$ cat config.mk
export PLATFORM = sky130hd
export DESIGN_NAME = if_prefetch_queue
export DESIGN_NICKNAME = d
export VERILOG_FILES = /design/src/rtl/if_prefetch_queue.sv
export SDC_FILE = /design/constraint.sdc
export NUM_CORES = 1
export LEC_CHECK = 0
export ABC_AREA = 1
export BUFFER_PORTS_ARGS = -buffer_cell sky130_fd_sc_hd__clkbuf_2
export CAP_MARGIN = 20
export CORE_MARGIN = 2
export CORE_UTILIZATION = 35
export CTS_CLUSTER_SIZE = 28
export DETAILED_ROUTE_END_ITERATION = 8
export PLACE_DENSITY_LB_ADDON = 0.1
export SLEW_MARGIN = 20
export SYNTH_ARGS = -nofsm -noshare
export SYNTH_HDL_FRONTEND = slang
export SYNTH_SLANG_ARGS = --single-unit
export TNS_END_PERCENT = 20
$ cat constraint.sdc
create_clock -name clk -period 3.61 [get_ports clk]
set_input_delay 0.5415 -clock clk [delete_from_list [all_inputs] [get_ports clk]]
set_output_delay 0.5415 -clock clk [all_outputs]
set_load 0.005 [all_outputs]
$ cat src/rtl/if_prefetch_queue.sv
// Instruction-fetch prefetch queue feeding the IF/ID register.
// Owns the fetch PC, tracks in-flight requests and flushes on redirect.
module if_prefetch_queue #(
  parameter int          DEPTH    = 4,
  parameter logic [15:0] RESET_PC = 16'h0000,
  parameter logic [15:0] NOP_INST = 16'h0000
) (
  input  logic        clk,
  input  logic        rst,
  output logic        imem_req,
  output logic [15:0] imem_addr,
  input  logic        imem_gnt,
  input  logic        imem_rvalid,
  input  logic [15:0] imem_rdata,
  input  logic        redirect,
  input  logic [15:0] redirect_target,
  input  logic        ifid_stall,
  output logic        inst_valid,
  output logic [15:0] inst_out,
  output logic [15:0] pc_added_out
);

  localparam int AW = $clog2(DEPTH);
  localparam int CW = $clog2(DEPTH + 1);
  localparam logic [CW:0] FULL = (CW+1)'(DEPTH);

  logic [15:0]   pc;
  logic [15:0]   fifo_inst [DEPTH];
  logic [15:0]   fifo_pca  [DEPTH];
  logic [15:0]   tag_q     [DEPTH];
  logic [AW-1:0] rd_ptr;
  logic [AW-1:0] wr_ptr;
  logic [AW-1:0] tag_rd;
  logic [AW-1:0] tag_wr;
  logic [CW-1:0] count;
  logic [CW-1:0] inflight;
  logic [CW-1:0] stale;
  logic [CW-1:0] inflight_next;
  logic [CW:0]   occupancy;
  logic          grant;
  logic          drop;
  logic          push;
  logic          pop;

  // Credit: buffered plus outstanding never exceeds the FIFO size.
  assign occupancy = {1'b0, count} + {1'b0, inflight};
  assign imem_req  = !rst && !redirect && (occupancy < FULL);
  assign imem_addr = pc;
  assign grant     = imem_req && imem_gnt;

  assign drop = (stale != '0) || redirect;
  assign push = imem_rvalid && !drop;
  assign pop  = inst_valid && !ifid_stall && !redirect;

  assign inflight_next = inflight + CW'(grant) - CW'(imem_rvalid);

  assign inst_valid   = (count != '0);
  assign inst_out     = inst_valid ? fifo_inst[rd_ptr] : NOP_INST;
  assign pc_added_out = inst_valid ? fifo_pca[rd_ptr] : 16'h0000;

  // Control state: pc, pointers, occupancy and discard bookkeeping.
  always_ff @(posedge clk) begin
    if (rst) begin
      pc       <= RESET_PC;
      count    <= '0;
      rd_ptr   <= '0;
      wr_ptr   <= '0;
      tag_rd   <= '0;
      tag_wr   <= '0;
      inflight <= '0;
      stale    <= '0;
    end else begin
      inflight <= inflight_next;
      if (grant) begin
        pc     <= pc + 16'd1;
        tag_wr <= tag_wr + AW'(1);
      end
      if (imem_rvalid) begin
        tag_rd <= tag_rd + AW'(1);
      end
      if (redirect) begin
        pc     <= redirect_target;
        count  <= '0;
        rd_ptr <= '0;
        wr_ptr <= '0;
        stale  <= inflight_next;
      end else begin
        if (imem_rvalid && stale != '0) begin
          stale <= stale - CW'(1);
        end
        if (push) begin
          wr_ptr <= wr_ptr + AW'(1);
        end
        if (pop) begin
          rd_ptr <= rd_ptr + AW'(1);
        end
        count <= count + CW'(push) - CW'(pop);
      end
    end
  end

  // Storage: tag captured at grant, entry written on accepted data.
  always_ff @(posedge clk) begin
    if (grant) begin
      tag_q[tag_wr] <= pc + 16'd1;
    end
    if (push) begin
      fifo_inst[wr_ptr] <= imem_rdata;
      fifo_pca[wr_ptr]  <= tag_q[tag_rd];
    end
  end

  a_credit: assert property (
    @(posedge clk) disable iff (rst) occupancy <= FULL);
  a_stale: assert property (
    @(posedge clk) disable iff (rst) stale <= inflight);
  a_rvalid: assert property (
    @(posedge clk) disable iff (rst) imem_rvalid |-> inflight != '0);

endmodule

**Word-level counts from Yosys, hierarchy flattened**

Memories as Yosys holds them, arrays and structs flattened. A register that Yosys moved wholly into a read port is not among the register bits.
Cells that the tools add are included.

- Register bits: 33
- Bits in latches: 0
- RAM bits: 192
- Memory bits (read-only): 0
- Input port bits: 38
- Output and inout bits: 50
- Logic and storage cells: 56
- Memories: 3

Memories:

| memory | depth | width | rd ports | clocked after memory_dff | wr ports | RTL line | RTL |
|---|---|---|---|---|---|---|---|
| fifo_inst | 4 | 16 | 1 | 1 | 1 | 28 | `logic [15:0] fifo_inst [DEPTH];` |
| fifo_pca | 4 | 16 | 1 | 1 | 1 | 29 | `logic [15:0] fifo_pca [DEPTH];` |
| tag_q | 4 | 16 | 1 | 1 | 1 | 30 | `logic [15:0] tag_q [DEPTH];` |

- $add $sub $neg: 11
- Multiply operators: 0
- Div/mod/pow operators: 0
- Order comparisons: 1
- Equality and inequality tests: 0
- Shift operators: 0
- Mux-type cells: 16
- Bitwise operators: 0
- Reduce and logical (&&, ||, !) cells: 17

Operator list:

| cell | count |
|---|---|
| 2-to-1 mux 16 bit | 4 |
| adder 16 x 1 -> 16 bit (second input constant) | 1 |
| 2-to-1 mux 2 bit | 6 |
| adder 2 x 1 -> 2 bit (second input constant) | 4 |
| logical AND 1 bit | 7 |
| adder 3 x 1 -> 3 bit | 2 |
| 2-to-1 mux 3 bit | 2 |
| nonzero test 3 bit | 2 |
| subtractor 3 x 1 -> 3 bit | 2 |
| adder 3 x 3 -> 4 bit | 1 |
| logical NOT 1 bit | 4 |
| less-than comparator 4 x 3 -> 1 bit (second input constant) | 1 |
| 2-to-1 mux 1 bit | 4 |
| nonzero test 2 bit | 2 |
| subtractor 3 x 1 -> 3 bit (second input constant) | 1 |
| OR reduction 2 bit | 1 |
| logical OR 1 bit | 1 |

**Longest topological paths before layout**

- Depth in word-level cells: 7
- Depth in mapped cells: 14

**Least setup slack after synthesis**

No wires, ideal clock.

- Path kind: input port to flip-flop
- From: input redirect
- To: memory fifo_inst[0][0] (enable)
- Library setup time: 421 ps
- Arrival time: 2285 ps
- Setup slack: 904 ps
- Stages: 4
- Buffers on the path: 1
- Path through: buf_6 -> clkinv_1 -> nand2_1 -> nor2_1

- Longest elaborated chain between the ends: 5

Ends and longest elaborated chain:

| element | RTL line | RTL |
|---|---|---|
| start: declaration | 15 | `input logic redirect,` |
| logical OR 1 bit | 51 | `assign drop = (stale != '0) \|\| redirect;` |
| logical NOT 1 bit | 52 | `assign push = imem_rvalid && !drop;` |
| logical AND 1 bit | 52 |  |
| 2-to-1 mux 1 bit | 107 | `if (push) begin` |
| 2-to-1 mux 1 bit (implied by the code) | 108 | `fifo_inst[wr_ptr] <= imem_rdata;` |
| end: declaration | 28 |  |

No other way between the ends.

**Worst setup path in the final report**

- From: register count[1]
- To: register stale[2]

- Longest elaborated chain between the ends: 7

Ends and longest elaborated chain:

| element | RTL line | RTL |
|---|---|---|
| start: declaration | 35 | `logic [CW-1:0] count;` |
| start signal: assignment | 97 | `count <= count + CW'(push) - CW'(pop);` |
| adder 3 x 3 -> 4 bit | 46 | `assign occupancy = {1'b0, count} + {1'b0, inflight};` |
| less-than comparator 4 x 3 -> 1 bit | 47 | `assign imem_req = !rst && !redirect && (occupancy < FULL);` |
| logical AND 1 bit | 47 |  |
| logical AND 1 bit | 49 | `assign grant = imem_req && imem_gnt;` |
| adder 3 x 1 -> 3 bit | 55 | `assign inflight_next = inflight + CW'(grant) - CW'(imem_rvalid);` |
| subtractor 3 x 1 -> 3 bit | 55 |  |
| 2-to-1 mux 3 bit | 81 | `if (redirect) begin` |
| end signal: assignment | 86 | `stale <= inflight_next;` |
| end signal: assignment | 89 | `stale <= stale - CW'(1);` |
| end: declaration | 37 | `logic [CW-1:0] stale;` |

No other way between the ends.
A chain may end at the register's enable or synchronous reset.

==> qor.csv <==
stage;metric;value;unit
clock_tree;clk_lat worst skew;530;ps
sta;crit share post-route;0.757;
clock_tree;post_cts resized;0;
sta;Tightest Pin Transition;957;ps
grt;grt total ovfl;0;
yosys;synthesized net count;924;
sta;Post-Route Setup TNS;0;ps
layout;fin nets;1019;
setup_path;Critical Path RT;4060;ps
yosys;Avg Cell Area, Syn;11.0;µm²
layout;share of layout cells above drive strength 1;0.155;
yosys;Post-synth EDFFs;192;
placed_design;global placement routability congestion;0.773;
grt;first-pass GRT wire length;33.2;mm
routing;residual DRC count;0;
floorplanning;site row count;60;
floorplanning;I/O Pins;88;
clock_tree;H-tree levels;1;
layout;# fillers;2593;
setup_path;Critical Path End Type;flop;
job;maxcap violations;0;
power_and_ir_drop;Pleak;4.21;nW
grt;largest net degree at the start of global routing;65;
power_and_ir_drop;worst vdd ir;0.287;mV
layout;register area;0.00651;mm²
clock_tree;Post-CTS Setup Repair Bufs;0;
routing;Post-DRT Antenna Nets;0;
grt;vias in the first global route;5989;
setup_path;Setup CP Type;reg -> reg;
setup_path;Reg2Reg Setup Slack;880;ps
grt;gr usage total;0.148;
sta;Final Skew;25.9;ps
routing;Avg WL per Cell;15.8;µm
floorplanning;Die X;169;µm
routing;DR vias/cell;4.66;
layout;most frequent cells in the layout;nor2_1 (207), edfxtp_1 (192), o21ai_0 (104);
sta;Tmin final;2730;ps
power_and_ir_drop;Power per Cell Area;534;mW/mm²
clock_tree;Clock Tree Root;clkbuf_16;
sta;Pins Over Slew Limit;0;
yosys;cell count after synthesis;867;
layout;post-layout util;0.418;
routing;Iteration-0 DRC Markers;403;
clock_tree;CTS Sinks;229;
yosys;Synth Warn #;0;
grt;initial antenna violation count;0;
sta;RSZ-0062 raised after global routing;no;
yosys;Main synth FF type;edfxtp_1;
yosys;sequential fraction of the synthesis area;0.684;
clock_tree;Clk pin slew, worst setup/hold paths;60;ps
clock_tree;CTS Buf Count;26;
layout;footprint of the multi-input gates;0.00264;mm²
clock_tree;CTS tree;done;
yosys;Cell variety after synth;34;
sta;Rel. slew slack;0.362;
placed_design;Buffers on Ports;87;
yosys;Mapped Area;0.00952;mm²
status;status;complete, no violations;
floorplanning;Initial Util;0.355;
sta;setup violators final;0;
routing;drt total wl;20.9;mm
floorplanning;core area;0.0268;mm²
setup_path;startpoint types;flop;
floorplanning;Die Area;0.0285;mm²
placed_design;DP HPWL;12.4;mm
yosys;asr flop ratio synth;0;
clock_tree;maximum buffer depth of the clock tree;3;
floorplanning;Die Ht;169;µm
setup_path;Worst EP arrival;3180;ps
setup_path;CP max FO;28;
routing;Pre-antenna DRT Iters;4;
layout;area delta synth->final;17.6;%
yosys;Synth Register Bits;229;
layout;commonest non-fill, non-tap cell in the layout;nor2_1;
routing;DR vias;6164;
sta;final hold vios;0;
clock_tree;Post-CTS Hold Buffers;0;
sta;Fmax;366;MHz
layout;n_diodes;0;
hold_path;Hold Path Class;in -> reg;
-- stage by stage --
stage / power (mW) / hold slack, ps / setup slack (ps) / cell area [µm²] / std cells
floorplan: 3.36 / 450 / 904 / 9520 / 867
global placement: 3.54 / 464 / 864 / 10400 / 1275
detailed placement: 3.55 / 472 / 825 / 10400 / 1275
CTS: 6.05 / 206 / 847 / 11200 / 1322
global route: 6.22 / 227 / 623 / 11200 / 1322
finish: 5.98 / 227 / 876 / 11200 / 1322
-- sequential cells by signal (all words and copies together), names as in the netlist, named ones only --
name and flops:
fifo_inst 64, rd_ptr 2, count 3, fifo_pca 64, tag_wr 2, tag_q 64, imem_addr 16, inflight 3
wr_ptr 2, tag_rd 2, stale 3
-- path summary, 6_finish.rpt --
path | start | depth (start not counted) | end
max | count[1]$_SDFF_PP0_ | 13 | stale[2]$_SDFFE_PP0P_
min reg2reg | tag_rd[0]$_SDFFE_PP0P_ | 1 | tag_rd[0]$_SDFFE_PP0P_
min | imem_rdata[3] | 1 | fifo_inst[3][3]$_DFFE_PP_
max reg2reg | count[1]$_SDFF_PP0_ | 13 | stale[2]$_SDFFE_PP0P_
-- logic make-up (layout without fill, tap and decap cells) --
logic type	after synthesis	in the layout	share of synthesized area
fa+ha+maj	19	19	0.0266
simple gates	329	329	0.138
flops	229	229	0.684
xor+xnor	13	13	0.0120
compound gates	176	176	0.0968
buf+inv	101	215	0.0425
-- routing by layer --
| metal | GRT usage | part of all wire | vias to the layer above |
|---|---|---|---|
| li1 | - | - | 3175 |
| met1 | 0.215 | 0.50 | 2837 |
| met2 | 0.232 | 0.44 | 118 |
| met3 | 0.0210 | 0.035 | 34 |
| met4 | 0.0420 | 0.021 | 0 |
| met5 | 0 | 0 | - |
-- area by class of cell --
cell class	instances	share of cell area
flip-flops and latches	229	0.581
multi-input cells	537	0.236
clock buffers	35	0.0620
repair buffers	106	0.0516
well taps	341	0.0381
inverters	62	0.0208
clock inverters	12	0.0102
-- power breakdown --
part | switching [mW] | internal (mW) | leakage, nW
logic | 0.307 | 0.150 | 1.77
registers | 0.0437 | 2.98 | 2.05
clock network | 1.01 | 1.48 | 0.393
-- Yosys cell counts (2+ instances only) --
cell        n  area share
nor2_1    211       0.083
edfxtp_1  192        0.61
o21ai_0   104       0.055
nand2_1    81       0.032
inv_1      58       0.023
a21oi_1    48       0.025
dfxtp_1    37       0.078
clkbuf_1   28       0.011
nand3_1    23       0.012
ha_1       17       0.022
o22ai_1    16       0.011
xor2_1     11       0.010
buf_2       5      0.0026
nand4_1     5      0.0033
clkinv_1    4      0.0016
buf_1       3      0.0012
a21boi_0    2      0.0016
buf_6       2      0.0024
fa_1        2      0.0042
nor2_2      2      0.0013
nor2_4      2      0.0024
xnor2_1     2      0.0018
-- worst max-delay path: stages, from the launching register on --
cell	delay (ps)
dfxtp_1	450
ha_1	270
nand3_1	80
nand2_1	80
nor2_4	120
nand2_4	190
ha_1	340
inv_1	40
ha_1	180
fa_1	380
xor2_1	170
xor2_1	200
nand2_1	70
a21oi_1	120
No activity file was read; power rests on OpenSTA's default activity.
